<file path="src/rtl/pc_sequencer_if.sv">
// Fetch-side bundle for the PC sequencer: stall/redirect requests in,
// current/next PC and status out.
interface pc_sequencer_if #(
  parameter int PC_WIDTH     = 16,
  parameter int NUM_REDIRECT = 2
);
  logic                             Stall;
  logic [NUM_REDIRECT-1:0]          Redirect_Valid;
  logic [NUM_REDIRECT*PC_WIDTH-1:0] Redirect_Address;
  logic [PC_WIDTH-1:0]              PC_Out;
  logic [PC_WIDTH-1:0]              PC_Next;
  logic                             PC_Valid;
  logic                             Redirect_Pending;

  modport master (
    output Stall, Redirect_Valid, Redirect_Address,
    input  PC_Out, PC_Next, PC_Valid, Redirect_Pending
  );

  modport slave (
    input  Stall, Redirect_Valid, Redirect_Address,
    output PC_Out, PC_Next, PC_Valid, Redirect_Pending
  );
endinterface

</file>
<file path="src/rtl/pc_sequencer.sv">
// Program-counter generator: sequential advance, prioritised redirects, one buffered redirect.
// Latency: one register; PC_Next is the combinational value PC_Out takes at the next edge.
// Backpressure: Stall holds the PC; one redirect seen while stalled is buffered, the oldest wins.
module pc_sequencer #(
  parameter int                PC_WIDTH     = 16,
  parameter int                PC_STEP      = 3,
  parameter int                NUM_REDIRECT = 2,
  parameter logic [PC_WIDTH-1:0] RESET_PC   = '0
) (
  input logic            Clk,
  input logic            Reset,
  pc_sequencer_if.slave  bus
);

  typedef enum logic {START, RUN} state_t;

  state_t              state;
  logic [PC_WIDTH-1:0] pc_q;
  logic [PC_WIDTH-1:0] pend_addr;
  logic                pend_vld;
  logic                pc_vld;

  logic                any_redir;
  logic [PC_WIDTH-1:0] sel_addr;
  logic [PC_WIDTH-1:0] pc_next;

  // Walk from the lowest priority upward so channel 0 wins; addresses of
  // invalid channels are never read, so X there cannot leak out.
  always_comb begin
    any_redir = 1'b0;
    sel_addr  = '0;
    for (int i = NUM_REDIRECT - 1; i >= 0; i--) begin
      if (bus.Redirect_Valid[i]) begin
        any_redir = 1'b1;
        sel_addr  = bus.Redirect_Address[i*PC_WIDTH +: PC_WIDTH];
      end
    end
  end

  always_comb begin
    pc_next = pc_q;
    if (state == RUN && !bus.Stall) begin
      if (pend_vld)
        pc_next = pend_addr;
      else if (any_redir)
        pc_next = sel_addr;
      else
        pc_next = pc_q + PC_WIDTH'(PC_STEP);
    end
  end

  always_ff @(posedge Clk) begin
    if (Reset) begin
      state     <= START;
      pc_q      <= RESET_PC;
      pc_vld    <= 1'b0;
      pend_vld  <= 1'b0;
      pend_addr <= '0;
    end else begin
      case (state)
        START: begin
          state  <= RUN;
          pc_vld <= 1'b1;
          if (any_redir && !pend_vld) begin
            pend_vld  <= 1'b1;
            pend_addr <= sel_addr;
          end
        end
        RUN: begin
          pc_q <= pc_next;
          if (!bus.Stall) begin
            pend_vld <= 1'b0;
          end else if (any_redir && !pend_vld) begin
            pend_vld  <= 1'b1;
            pend_addr <= sel_addr;
          end
        end
        default: state <= START;
      endcase
    end
  end

  assign bus.PC_Out           = pc_q;
  assign bus.PC_Next          = pc_next;
  assign bus.PC_Valid         = pc_vld;
  assign bus.Redirect_Pending = pend_vld;

endmodule

</file>
<file path="src/flat_wrapper.sv">
// flat-port wrapper written by rule: the top's interface ports become plain ports
module pc_sequencer_flat 
#(
  parameter int                PC_WIDTH     = 16,
  parameter int                PC_STEP      = 3,
  parameter int                NUM_REDIRECT = 2,
  parameter logic [PC_WIDTH-1:0] RESET_PC   = '0
)
  (Clk, Reset, bus_Stall, bus_Redirect_Valid, bus_Redirect_Address, bus_PC_Out, bus_PC_Next, bus_PC_Valid, bus_Redirect_Pending);
  pc_sequencer_if #(.PC_WIDTH(PC_WIDTH), .NUM_REDIRECT(NUM_REDIRECT)) bus_i ();
  input logic Clk;
  input logic Reset;
  input wire logic [$bits(bus_i.Stall)-1:0] bus_Stall;
  input wire logic [$bits(bus_i.Redirect_Valid)-1:0] bus_Redirect_Valid;
  input wire logic [$bits(bus_i.Redirect_Address)-1:0] bus_Redirect_Address;
  output wire logic [$bits(bus_i.PC_Out)-1:0] bus_PC_Out;
  output wire logic [$bits(bus_i.PC_Next)-1:0] bus_PC_Next;
  output wire logic [$bits(bus_i.PC_Valid)-1:0] bus_PC_Valid;
  output wire logic [$bits(bus_i.Redirect_Pending)-1:0] bus_Redirect_Pending;
  assign bus_i.Stall = bus_Stall;
  assign bus_i.Redirect_Valid = bus_Redirect_Valid;
  assign bus_i.Redirect_Address = bus_Redirect_Address;
  assign bus_PC_Out = bus_i.PC_Out;
  assign bus_PC_Next = bus_i.PC_Next;
  assign bus_PC_Valid = bus_i.PC_Valid;
  assign bus_Redirect_Pending = bus_i.Redirect_Pending;
  pc_sequencer #(.PC_WIDTH(PC_WIDTH), .PC_STEP(PC_STEP), .NUM_REDIRECT(NUM_REDIRECT), .RESET_PC(RESET_PC)) u_core (.Clk(Clk), .Reset(Reset), .bus(bus_i));
endmodule
</file>
<file path="config.mk">
export PLATFORM = sky130hd
export DESIGN_NAME = pc_sequencer_flat
export DESIGN_NICKNAME = d
export VERILOG_FILES = /design/src/rtl/pc_sequencer_if.sv /design/src/rtl/pc_sequencer.sv /design/src/flat_wrapper.sv
export SDC_FILE = /design/constraint.sdc
export NUM_CORES = 1
export LEC_CHECK = 0
export CORE_UTILIZATION = 41
export DETAILED_ROUTE_END_ITERATION = 10
export PLACE_DENSITY = 0.77
export REMOVE_ABC_BUFFERS = 1
export SYNTH_ARGS = -nofsm -noshare
export SYNTH_HDL_FRONTEND = slang
export SYNTH_SLANG_ARGS = --single-unit
</file>
<file path="constraint.sdc">
create_clock -name Clk -period 2.28 [get_ports Clk]
set_input_delay 0.456 -clock Clk [delete_from_list [all_inputs] [get_ports Clk]]
set_output_delay 0.456 -clock Clk [all_outputs]
set_load 0.02 [all_outputs]
</file>
==> summary.txt, run 1 <==
Critical path
  • Startpoint types: flip-flop
  • Worst Reg2Reg Path Length in Cells: 11
  • Slowest stage delay, CP: between 400 and 500 ps
  • Critical-path cell list: inv_2, ha_4, nand3b_4, or3_4, or4_1, and3_4, o31ai_4, buf_6
  • CP max FO: 2
  • Crit path max-delay cell type: or4_1
  • WP data arrival: 2260 ps
  • Worst EP required: 1820 ps
  • Reg-to-reg startpoint: u_core.bus.PC_Out[0]
  • Crit path from: u_core.bus.PC_Out[0]
  • Crit path to: bus_PC_Next[12]
  • Worst reg-to-reg setup slack: 130 ps
  • Reg-to-Reg End: u_core.bus.PC_Out[14]
  • WS Path Type: flip-flop to primary output
  • Type of element capturing the critical path: primary output

Logic synthesis
  • Ys flop type: dfxtp_1
  • Post-synth EDFFs: 0
  • Sequential fraction of the synthesis area: about a third
  • FF+latch count, synth: 35
  • Ys Warns: 0
  • Netlist Area Pre-Place: 2036 um^2
  • Mean Syn Cell Area: roughly 7.6 um^2
  • Distinct cells, synth: 50
  • Asr flop ratio synth: 0%
  • Mapped Cells: 267

GRT
  • All-layer global routing usage: 32.00%
  • Largest net degree at the start of global routing: 17
  • First-pass GRT wire length: 12,850 um
  • Total congestion overflow: 0
  • Antenna violations before repair: 0
  • Vias in the first global route: 2,725

CTS
  • Root Driver: clkbuf_8
  • Worst skew pair latency: 290 ps
  • Clk pin slew, worst setup/hold paths: 80 ps
  • Clock sink count: 35
  • CTS max path bufs: 2
  • CTS tree: built
  • CTS buffer count: 5
  • H-tree depth: 2

Placement
  • Gpl congestion: approximately 0.87
  • PortBufs: 70
  • Detailed placement HPWL: 4852 um

STA
  • Max-Slew Margin vs Limit: a little over two thirds
  • Worst-margin pin slew: 450.5 ps
  • Fin. max-slew vios: 0
  • Final worst path period need: 2716 ps
  • Final setup margin: -435.6 ps
  • Final TNS setup: -2198 ps
  • Endpoints failing setup: 11
  • Clock Skew: 10.43 ps
  • Final Hold Fails: 0
  • RSZ-0062 raised after global routing: true
  • Fin crit share: 119.1%
  • Fmax: 0.3682 GHz
  • Fin Hold WS: 470.9 ps

Run
  • Total of max-cap violations: 0

Final layout
  • Ant diodes: 0
  • Final #Nets: between 400 and 500
  • Layout cells sized above 1: 40.29%
  • Multi-input logic area: 1506 um^2
  • Most frequent cells in the layout: buf_4 (85), clkdlybuf4s50_1 (51), nor2_1 (29), dfxtp_1 (29), nand2_1 (27)
  • Area grow syn2layout: 91.27%
  • Register area: roughly 710 um^2
  • Filler cell count: 274
  • Core Util, Final: between 80% and 90%
  • Commonest non-fill, non-tap cell in the layout: buf_4

Die
  • Core region area: 4755 um^2
  • # IOs: 71
  • Die H: just over 70 um
  • Starting Density: 42.82%
  • # rows: 25
  • Die width: 72.47 um
  • Die ar.: ~5300 um^2

Hold path
  • Min-Delay Path Class: flip-flop to flip-flop

Routing
  • DR pass1 iterations: 5
  • Vias per cell: 6.041
  • Avg WL per Cell: 20.31 um
  • Via Count: around 2,900
  • Detailed Route WL: 9832 um
  • Antenna Violating Nets Remaining: 0
  • Residual DRC: 0
  • Starting DRT DRC Count: roughly 260

Power and ir drop
  • Pwr dens: 478.1 nW/um^2
  • Leak pwr: 0.001663 uW
  • Tot Pwr: 1861 uW
  • Worst vdd ir: 299.2 uV

Outcome
  • Failing checks: setup timing
  • Status: finished with violations
layer usage:
| metal | vias to the layer above | share of wire [%] | track usage, % | wire (um) |
|---|---|---|---|---|
| met4 | 0 | 4.8 | 15.90 | 473 |
| met1 | 1358 | 37 | 37.40 | 3609 |
| met2 | 227 | 48 | 55.76 | 4717 |
| li1 | 1277 | - | - | - |
| met3 | 62 | 10 | 6.111 | 1031 |
| met5 | - | 0 | 0 | 0 |
final cells by class:
class | count | share of cell area, %
clock inverters | 1 | 0.1285
clock buffers | 7 | 1.960
repair buffers | 162 | 38.14
inverters | 7 | 0.6748
multi-input cells | 205 | 38.69
flip-flops and latches | 35 | 18.25
well taps | 67 | 2.153
sequential cells by signal (all words and copies together) (netlist names):
signal	cells
u_core.state	1
u_core.bus.PC_Valid	1
u_core.bus.Redirect_Pending	1
u_core.pend_addr	16
u_core.bus.PC_Out	16
repair_timing:
item	4_1_cts	5_1_grt
resized for setup	131	56
cloned	1	1
pin swaps	23	25
buffers inserted	21	15
setup endpoints to repair	16	17
hold endpoints to repair	0	0
hold buffers	0	0
per-stage QoR:
| stage | instances | setup slack [ps] | area (um^2) |
|---|---|---|---|
| 2_1_floorplan | 246 | -579.7 | 1947 |
| 3_3_place_gp | 445 | -910.6 | 3227 |
| 3_5_place_dp | 445 | -928.2 | 3227 |
| 4_1_cts | 473 | -416.2 | 3631 |
| 5_1_grt | 484 | -486.6 | 3894 |
| 6_report | 484 | -435.6 | 3894 |
where the power goes:
group	internal [uW]	leakage [uW]	switching [uW]
clock	215	0.0000422	236
combinational	355	0.00133	356
sequential	660	0.000291	39.3
cell families after synthesis:
kind of cell / count (synthesis) / synth area share [%]
XOR/XNOR: 9 / 3.872
multiplexers: 1 / 0.4917
AND/OR/NAND/NOR: 107 / 26.00
buffers and inverters: 28 / 5.654
AO/OA/AOI/OAI: 86 / 28.95
adder cells (fa/ha/maj): 1 / 0.6145
flip-flops: 35 / 34.42
worst min path at each step:
stage	cells after the start	endpoint	startpoint
2_1_floorplan	1	u_core.bus.PC_Valid	u_core.state
3_3_place_gp	1	u_core.bus.PC_Valid	u_core.state
3_5_place_dp	1	u_core.bus.PC_Valid	u_core.state
4_1_cts	2	u_core.bus.PC_Valid	u_core.bus.PC_Valid
5_1_grt	2	u_core.bus.PC_Valid	u_core.bus.PC_Valid
6_report	2	u_core.bus.PC_Valid	u_core.bus.PC_Valid
Yosys cell counts (6+ instances only):
library cell	instances	area share, %
inv_1	6	1.1
clkbuf_1	18	3.3
nor3_1	10	2.5
a211oi_1	17	6.3
dfxtp_1	35	34
and2_1	6	1.8
a21oi_1	14	3.4
nand2_1	27	5.0
nor2_1	30	5.5
a22oi_1	14	5.2
nand3_1	6	1.5
or3_1	6	1.8
o21ai_0	12	3.0
o211ai_1	8	3.0
critical path, delay by kind of cell (launching register included):
family                   cells  cell delay (ps)
AO/OA/AOI/OAI                1              180
adder cells (fa/ha/maj)      1              150
buffers and inverters        2              200
flip-flops                   1              350
AND/OR/NAND/NOR              4             1090
Note: power is estimated with default switching activity, not from simulation.
==> inputs of run 2 (changes only) <==
--- a/config.mk
+++ b/config.mk
@@ -5,6 +5,7 @@
 export SDC_FILE = /design/constraint.sdc
 export NUM_CORES = 1
 export LEC_CHECK = 0
+export CORE_MARGIN = 1
 export CORE_UTILIZATION = 41
 export DETAILED_ROUTE_END_ITERATION = 10
 export PLACE_DENSITY = 0.77
==> results of run 2 <==
Final layout, timing and power as in run 1 (identical DEF).
==> inputs of run 3 (changes only) <==
--- a/config.mk
+++ b/config.mk
@@ -8,6 +8,7 @@
 export CORE_MARGIN = 1
 export CORE_UTILIZATION = 41
 export DETAILED_ROUTE_END_ITERATION = 10
+export GPL_TIMING_DRIVEN = 0
 export PLACE_DENSITY = 0.77
 export REMOVE_ABC_BUFFERS = 1
 export SYNTH_ARGS = -nofsm -noshare
==> summary.txt, run 3 (synthesized netlist as in run 1, its figures left out) <==
Outcome
  • Status: finished with violations
  • Failing checks: setup timing

Die
  • # rows: 25
  • # IOs: 71
  • Core region area: approximately 4800 um^2
  • Starting Density: 42.82%
  • Die width: 72.47 um
  • Die H: between 70 and 80 um
  • Die ar.: approximately 5300 um^2

STA
  • Fin crit share: 121.9%
  • Max-Slew Margin vs Limit: 11.56%
  • Final Hold Fails: 0
  • Fin Hold WS: 455.5 ps
  • Final TNS setup: -2194 ps
  • Final worst path period need: between 2000 and 3000 ps
  • Fin. max-slew vios: 0
  • Endpoints failing setup: 11
  • Clock Skew: 2.990 ps
  • Final setup margin: -498.6 ps
  • RSZ-0062 raised after global routing: true
  • Worst-margin pin slew: 1324 ps
  • Fmax: 0.3599 GHz

Final layout
  • Final #Nets: 418
  • Commonest non-fill, non-tap cell in the layout: buf_4
  • Area grow syn2layout: 75.23%
  • Layout cells sized above 1: 35.96%
  • Most frequent cells in the layout: buf_4 (51), clkdlybuf4s50_1 (50), nor2_1 (28), nand2_1 (27), dfxtp_1 (22)
  • Core Util, Final: 75.03%
  • Filler cell count: between 300 and 400
  • Ant diodes: 0

Critical path
  • Startpoint types: flip-flop
  • Critical-path cell list: nand2_1, or3_4, or4_4, and3_4, o31ai_4, buf_6
  • CP bufs+invs: 1
  • CP max FO: 6
  • Crit path from: u_core.bus.PC_Out[4]
  • Worst reg-to-reg setup slack: ~20 ps
  • Type of element capturing the critical path: primary output
  • Crit path to: bus_PC_Next[12]
  • Slowest stage delay, CP: 440 ps
  • WS Path Type: flip-flop to primary output
  • Critical path depth: 6
  • Worst path top cell family by delay: simple AND/OR/NAND/NOR gates
  • Reg-to-reg startpoint: u_core.bus.PC_Out[0]
  • WP data arrival: 2320 ps
  • Crit path max-delay cell type: dfxtp_2
  • Worst Reg2Reg Path Length in Cells: 13
  • Reg-to-Reg End: u_core.bus.PC_Out[15]
  • Worst EP required: about 1800 ps

Placement
  • Gpl congestion: 0.7904
  • Detailed placement HPWL: slightly below 4000 um
  • PortBufs: 70

CTS
  • CTS max path bufs: 2
  • CTS tree: built
  • Clk pin slew, worst setup/hold paths: 70 ps
  • Worst skew pair latency: 300 ps
  • Root Driver: clkbuf_8
  • Clock sink count: 35
  • CTS buffer count: 5
  • H-tree depth: 2

GRT
  • All-layer global routing usage: 28.14%
  • Antenna violations before repair: 0
  • First-pass GRT wire length: about 11,000 um
  • Vias in the first global route: between 2,000 and 2,500
  • Largest net degree at the start of global routing: 32
  • Total congestion overflow: 0

Routing
  • Vias per cell: 5.924
  • Avg WL per Cell: 17.93 um
  • DR pass1 iterations: 5
  • Residual DRC: 0
  • Antenna Violating Nets Remaining: 0
  • Detailed Route WL: 8031 um
  • Via Count: 2,654
  • Starting DRT DRC Count: 281

Hold path
  • Min-Delay Path Class: flip-flop to flip-flop
  • Worst Hold Launch: u_core.bus.PC_Valid

Power and ir drop
  • Worst vdd ir: around 350 uV
  • Leak pwr: 0.001481 uW
  • Pwr dens: 505.1 nW/um^2

Run
  • Total of max-cap violations: 0
run 3: cell count changes in the layout (fill, tap and decap cells not counted), moves of 3 or more:
| cell | before | now |
|---|---|---|
| buf_4 | 85 | 51 |
| buf_6 | 21 | 11 |
| dfxtp_4 | 1 | 4 |
| dfxtp_2 | 5 | 9 |
| buf_2 | 0 | 6 |
| dfxtp_1 | 29 | 22 |
run 3: metrics by stage:
step / setup WS [ps] / cells / instance area [um^2] / power (uW)
after CTS: -581.5 / 423 / 3262 / 1725
after detailed placement: -2270 / 384 / 2748 / 1171
after floorplan: -579.7 / 246 / 1947 / 944.8
after global routing: -565.5 / 448 / 3567 / 1881
after global placement: -2604 / 383 / 2731 / 1161
final: -498.6 / 448 / 3567 / 1802
run 3: repair_timing:
action                     4_1_cts  5_1_grt
setup endpoints to repair       46       21
gates resized for setup        128       47
hold buffers                     0        0
gates cloned                     3        0
setup buffers                   29       26
pin swaps                       16       20
run 3: cell type report:
cell class | count | area (um^2) | area share [%]
clock buffers | 8 | 100.1 | 2.806
repair inverters | 1 | 7.507 | 0.2105
multi-input cells | 205 | 1468 | 41.14
well taps | 67 | 83.83 | 2.350
repair buffers | 125 | 1149 | 32.20
flip-flops and latches | 35 | 726.9 | 20.38
inverters | 7 | 32.53 | 0.9120
run 3: worst register-to-register path, cell delays in order, from the launching register on:
cell and delay [ps]:
dfxtp_4 350, buf_4 130, o211ai_1 250, or2_4 210
buf_6 110, nor3_4 30, nand3b_1 190, buf_4 160
buf_4 120, buf_4 120, buf_4 120, buf_4 120
buf_4 130, a31oi_4 140
run 3: how the worst min path moves through the flow:
stage                                      to  depth (start not counted)
after floorplan           u_core.bus.PC_Valid                          1
after global placement    u_core.bus.PC_Valid                          1
after detailed placement  u_core.bus.PC_Valid                          2
after CTS                 u_core.bus.PC_Valid                          2
after global routing      u_core.bus.PC_Valid                          2
final                     u_core.bus.PC_Valid                          2
run 3: power by group:
group	internal (uW)	total, uW	switching (uW)
logic	287	584	297
registers	660	712	51.9
clock network	276	505	229
total	1220	1800	578
run 3: per-layer routing:
metal	share of wire (%)	track usage [%]
met5	0	0
met4	3.8	10.68
met3	9.6	6.528
met2	48	47.25
met1	39	34.96
==> edit 1: new RTL, flow settings as in run 3 <==
`NUM_REDIRECT` is set to 2 in 3 places; all go to 1.
--- a/src/rtl/pc_sequencer_if.sv
+++ b/src/rtl/pc_sequencer_if.sv
@@ -4,3 +4,3 @@
   parameter int PC_WIDTH     = 16,
-  parameter int NUM_REDIRECT = 2
+  parameter int NUM_REDIRECT = 1
 );
--- a/src/rtl/pc_sequencer.sv
+++ b/src/rtl/pc_sequencer.sv
@@ -6,3 +6,3 @@
   parameter int                PC_STEP      = 3,
-  parameter int                NUM_REDIRECT = 2,
+  parameter int                NUM_REDIRECT = 1,
   parameter logic [PC_WIDTH-1:0] RESET_PC   = '0
--- a/src/flat_wrapper.sv
+++ b/src/flat_wrapper.sv
@@ -5,3 +5,3 @@
   parameter int                PC_STEP      = 3,
-  parameter int                NUM_REDIRECT = 2,
+  parameter int                NUM_REDIRECT = 1,
   parameter logic [PC_WIDTH-1:0] RESET_PC   = '0
Ports: changed (resized bus_Redirect_Address and bus_Redirect_Valid); port bits go from 71 to 54. No check against the original RTL was run, so the function may have changed too.
==> edit 1 against run 3 <==
The flow finishes with violations (DRC, setup timing); setup slack improved by 0.41 ns; routed wire length decreased by 20%; sequential cell count unchanged; register-to-register slack improved by 0.59 ns; combinational power down 35%; synthesized cell count is 0.37% lower; sequential share of layout area increased by 5.6 points; critical path type unchanged; synthesized area down 3.1%; clock power shrank 1%; design area fell by 21%; power fell by 13%.
==> edit 1: results (changes against run 3) <==
Run status
  • Outcome: finished, violations left
  • Violated checks: DRC, setup timing

Synth
  • Seq/Total Area, Yosys: 35.5% (+1.1 points)
  • Yosys cell types: 49 (-2.0%)
  • Synth area leaders: dfxtp_1 36%, nand2_1 12%, a21oi_1 7.1%
  • Primary FF master, synth: dfxtp_1
  • Yosys warns: 0 (unchanged)
  • Ys async rst share: 0% (unchanged)
  • Most instantiated cells after synthesis: 62 x nand2_1, 35 x dfxtp_1, 28 x a21oi_1
  • Syn_area_per_cell: 7.41 um2 (-2.8%)

Worst hold path
  • Worst hold-check path type: flip-flop to flip-flop

Worst setup path
  • CP top delay family: compound AO/OA/AOI/OAI gates
  • Crit path max fanout: 16 (+10)
  • Slowest-stage cell, CP: a221o_1
  • Critical path type: flip-flop to output port
  • CP arrival: 1.91 ns (-0.41 ns)
  • CP max stage delay: 0.41 ns (-0.03 ns)

Global routing
  • Vias in the first global route: 1,936 (-18%)
  • First-pass GRT wire length: 10,000 um (-11%)
  • Largest net degree at the start of global routing: 28 (-13%)
  • Overall global routing resource usage: 25.6% (-2.5 points)

Routing
  • Iter 0 DRT Violations: 353 (+26%)
  • DR pass1 iterations: 11 (+6)
  • Vias per cell: 5.97 (+0.79%)
  • Drc violations: 6 (+6)
  • WL per Instance: 16.8 um (-6.1%)

Clocking
  • Clock Path Buffers: 2 (unchanged)
  • Clk Latency, worst-skew pair: 0.28 ns (-0.02 ns)
  • CTS buffer count: 5 (unchanged)
  • Root Buffer: clkbuf_8
  • Clock Pin Slew Worst Setup and Hold Paths: 0.07 ns (about the same)
  • Htree depth: 2 (unchanged)

Place
  • Post-DP HPWL: 3660 um (-6.6%)
  • Gpl congestion: 0.827 (+4.7%)
  • Placed cell count: 353 (-8.1%)
  • Port bufs: 53 (-24%)

Pwr
  • Lkg Pwr: 0.00109 uW (-26%)
  • Worst VDD drop: 0.356 mV (+1.0%)
  • Internal Dissipation: 1090 uW (-11%)

STA
  • Clock Skew: 0.00733 ns (+0.00434 ns)
  • Max-slew headroom: 56.4% (+45 points)
  • Worst Slack Setup Final: -0.0891 ns (+0.409 ns)
  • Final setup viols: 2 (-9)

Final layout
  • Non-Filler Instances: 380 (-15%)
  • Share of layout cells above drive strength 1: 25.3% (-11 points)
  • ANT cells: 0 (unchanged)

Die
  • Starting Density: 44.1% (+1.3 points)
==> edit 1: path summary, 6_finish.rpt <==
path                                                              from  cells after the start                                 end  slack [ns]
worst max-delay path            u_core.bus.Redirect_Pending$_SDFF_PP0_                      6                     bus_PC_Next[12]       -0.09
worst min-delay path                  u_core.bus.PC_Valid$_SDFFE_PP0N_                      2    u_core.bus.PC_Valid$_SDFFE_PP0N_        0.45
worst max register to register       u_core.bus.PC_Out[0]$_SDFFE_PP0P_                      7  u_core.bus.PC_Out[14]$_SDFFE_PP0P_        0.61
worst min register to register        u_core.bus.PC_Valid$_SDFFE_PP0N_                      2    u_core.bus.PC_Valid$_SDFFE_PP0N_        0.45
==> edit 1: what timing repair did <==
item                       CTS  global route
pin swaps                    7            10
gates resized for setup    100            21
hold buffers                 0             0
buffers inserted            16             1
setup endpoints to repair   45            21
cloned                       2             0
==> edit 1: area by class of cell <==
cell class / count / area (um2)
Clock buffer: 8 / 100
Fill cell: 408 / 1670
Inverter: 7 / 28.8
Multi-Input combinational cell: 208 / 1280
Sequential cell: 35 / 729
Tap cell: 52 / 65.1
Timing Repair Buffer: 70 / 608
==> edit 1: worst register-to-register path, cell delays in order, from the launching register on <==
cell and delay, ns:
dfxtp_4 0.36, inv_4 0.06, ha_4 0.13, and3b_2 0.25
and4_4 0.19, o21a_1 0.18, buf_4 0.13, o221a_2 0.26
==> edit 1: cells by family after synthesis <==
group           Yosys count  share of synthesized area (%)
compound gates           82                           26.6
xor+xnor                  1                          0.444
fa+ha+maj                 1                          0.634
buf+inv                  25                           5.33
flops                    35                           35.5
mux                       1                          0.508
simple gates            121                           30.9
==> edit 1: stage by stage <==
step	TNS [ns]	total power [uW]	utilization, %	cell area [um2]	worst slack [ns]
final	-0.0901	1560	62.8	2810	-0.0891
after global routing	-0.230	1630	62.8	2810	-0.141
after CTS	-0.202	1550	62.8	2810	-0.106
after detailed placement	-30.50	1040	55.6	2490	-1.29
after global placement	-29.81	1030	55.6	2490	-1.25
after floorplan	-0.173	868	-	1890	-0.0826
==> edit 1: power by group through the flow <==
stage               clock network, uW  logic (uW)  registers (uW)
global route                      529         409             689
global placement                    0         328             702
floorplan                           0         155             713
detailed placement                  0         332             704
finish                            498         380             684
CTS                               499         375             680
==> edit 1: layer usage <==
layer  global-route usage [%]  vias up  wire, um
li1                         -     1082         -
met1                     36.2     1031      2710
met2                     40.2      137      3010
met3                     4.78       19       556
met4                     6.89        0       122
met5                        0        -         0
==> edit 2: new RTL, config.mk and constraints of run 3 <==
Made on the original files. Reset style: asynchronous (`Reset`), changed in one clocked block.
--- a/src/rtl/pc_sequencer.sv
+++ b/src/rtl/pc_sequencer.sv
@@ -51,3 +51,3 @@
 
-  always_ff @(posedge Clk) begin
+  always_ff @(posedge Clk or posedge Reset) begin
     if (Reset) begin
Function: differs if Reset is asserted again (counterexample within 4 cycles, from zero or initial values and one cycle with Reset high); with Reset held inactive, the same outputs for 10 cycles.
==> edit 2 against run 3 <==
The run still ends with setup timing left; design area down 3.3%; largest cell class unchanged; cell count down 2.7%; sequential cell count unchanged; utilization down 7.5 points; count of clock-buffer cells in the layout down 2; routed wire length down 3.5%; die area up 6.5%; fmax up 15%; sequential share of layout area up 5.4 points; setup slack better by 0.35 ns; synthesized area up 6.7%.
Power is not compared: it rests on default switching activity, and its combinational part moved more than twofold at a synthesized area within 25%.
==> edit 2: results (changes against run 3) <==
Run status
  • Outcome: finished, violations left
  • Violated checks: setup timing

Routing
  • WL per Instance: 17.8 um (-0.82%)
  • Routed WL: 7750 um (-3.5%)
  • Vias after detailed routing: 2,536 (-4.4%)
  • DR pass1 iterations: 5 (unchanged)
  • Post-route ant nets: 0 (unchanged)
  • Iter 0 DRT Violations: 291 (+3.6%)

STA
  • Max-slew headroom: 32.3% (+21 points)
  • Worst hold margin: 0.467 ns (+0.0117 ns)
  • Setup TNS: -0.718 ns (+1.48 ns)
  • Clock Skew: 0.00315 ns (+0.000158 ns)
  • Worst Slack Setup Final: -0.145 ns (+0.353 ns)
  • Final setup viols: 8 (-3)

Worst setup path
  • Reg2reg end: u_core.pend_addr[1]$_DFFE_PP0P_
  • Setup crit end: bus_PC_Next[13]
  • Crit path max fanout: 4 (-2)
  • CP max stage delay: 0.42 ns (-0.02 ns)
  • Crit path launch: u_core.bus.PC_Out[7]$_DFFE_PP0P_
  • Slowest-stage cell, CP: dfrtp_2
  • Reg2Reg Setup Slack: 0.22 ns (+0.20 ns)
  • Reg2reg start: u_core.state$_DFF_PP0_
  • Reg2Reg Depth: 5 (-8)

Place
  • Post-DP HPWL: 4100 um (+4.7%)
  • Port bufs: 70 (unchanged)
  • Placed cell count: 380 (-1.0%)
  • Worst slack, placed: -2.35 ns (-0.0842 ns)
  • Placed instance area: 2870 um2 (+4.6%)
  • Gpl congestion: 0.846 (+7.0%)

Synth
  • Yosys cell types: 46 (-8.0%)
  • Synth area leaders: dfrtp_1 40%, a21oi_1 5.3%, a31oi_1 5.2%
  • Ys async rst share: 100% (+100 points)
  • Post-Syn Instances: 254 (-4.9%)
  • Most instantiated cells after synthesis: 35 x dfrtp_1, 30 x nor2_1, 23 x a21oi_1, 23 x nand2_1, 22 x o21ai_0
  • Seq/Total Area, Yosys: 40.3% (+5.9 points)

Clocking
  • Clock Path Buffers: 2 (unchanged)
  • Number of post-CTS setup repair buffers: 32 (+10%)
  • # resized after CTS: 120 (-6.3%)
  • Htree depth: 2 (unchanged)
  • Clock Pin Slew Worst Setup and Hold Paths: 0.07 ns (about the same)
  • Root Buffer: clkbuf_8
  • CTS buffer count: 5 (unchanged)

Worst hold path
  • Min-delay src: u_core.bus.PC_Valid$_DFFE_PP0N_
  • WHS Path Cells: 1 (-1)
  • Worst Hold End: u_core.bus.PC_Valid$_DFFE_PP0N_

Global routing
  • Overall global routing resource usage: 27.0% (-1.2 points)
  • First-pass GRT wire length: 11,100 um (-1.3%)
  • Vias in the first global route: 2,358 (+0.34%)
  • Largest net degree at the start of global routing: 36 (+13%)
  • Initial antenna violation count: 0 (unchanged)

Final layout
  • Syn-to-layout area delta: 58.8%
  • Filler cell count in the final layout: 401 (+24%)
  • Share of layout cells above drive strength 1: 33.9% (-2.1 points)
  • ANT cells: 0 (unchanged)
  • Nets: 405 (-3.1%)

Pwr
  • Worst VDD drop: 0.343 mV
  • Switching Power: 999 uW
[edit 2: changes by cell type after synthesis, moves of 4 or more]
cell,delta
o211ai_1,-8
nor3_1,-5
clkbuf_1,-12
dfxtp_1,-35
a31oi_1,+15
a211oi_1,-15
dfrtp_1,+35
o21ai_0,+10
nand2_1,-4
a21oi_1,+9
and2_1,-5
[edit 2: metal layers]
metal,track usage [%],wire [um],up-vias
met4,12.4,132,0
met2,45.6,3930,133
met5,0,0,-
met3,5.89,628,21
li1,-,-,1153
met1,32.9,3070,1229
[edit 2: power by group through the flow]
| stage | combinational (uW) | clock, uW | sequential, uW |
|---|---|---|---|
| 2_1_floorplan | 452 | 0 | 953 |
| 3_3_place_gp | 911 | 0 | 906 |
| 3_5_place_dp | 935 | 0 | 909 |
| 4_1_cts | 1080 | 423 | 875 |
| 5_1_grt | 1340 | 444 | 906 |
| 6_report | 1250 | 421 | 892 |
[edit 2: final cells by class]
cell class	instances	share of cell area, %
multi-input cells	198	38.1
repair buffers	118	30.1
flip-flops and latches	35	25.8
well taps	70	2.54
clock buffers	6	2.10
inverters	7	0.871
repair inverters	2	0.435
[edit 2: critical path: cells and delay by family (launching register included)]
family	cells	cell delay, ns
and+or+nand+nor	3	0.48
buffers and inverters	1	0.18
DFF	1	0.42
AOI/OAI and AO/OA	2	0.60
[edit 2: kinds of logic (layout without fill, tap and decap cells)]
logic type               count (synthesis)  count (layout)  synth area share, %
other                                    1               1                0.173
adder cells (fa/ha/maj)                  1               1                0.576
buffers and inverters                   22             133                 6.11
multiplexers                             3               3                 1.38
XOR/XNOR                                11              11                 4.44
AO/OA/AOI/OAI                           89              89                 25.5
flip-flops                              35              35                 40.3
AND/OR/NAND/NOR                         92              93                 21.5
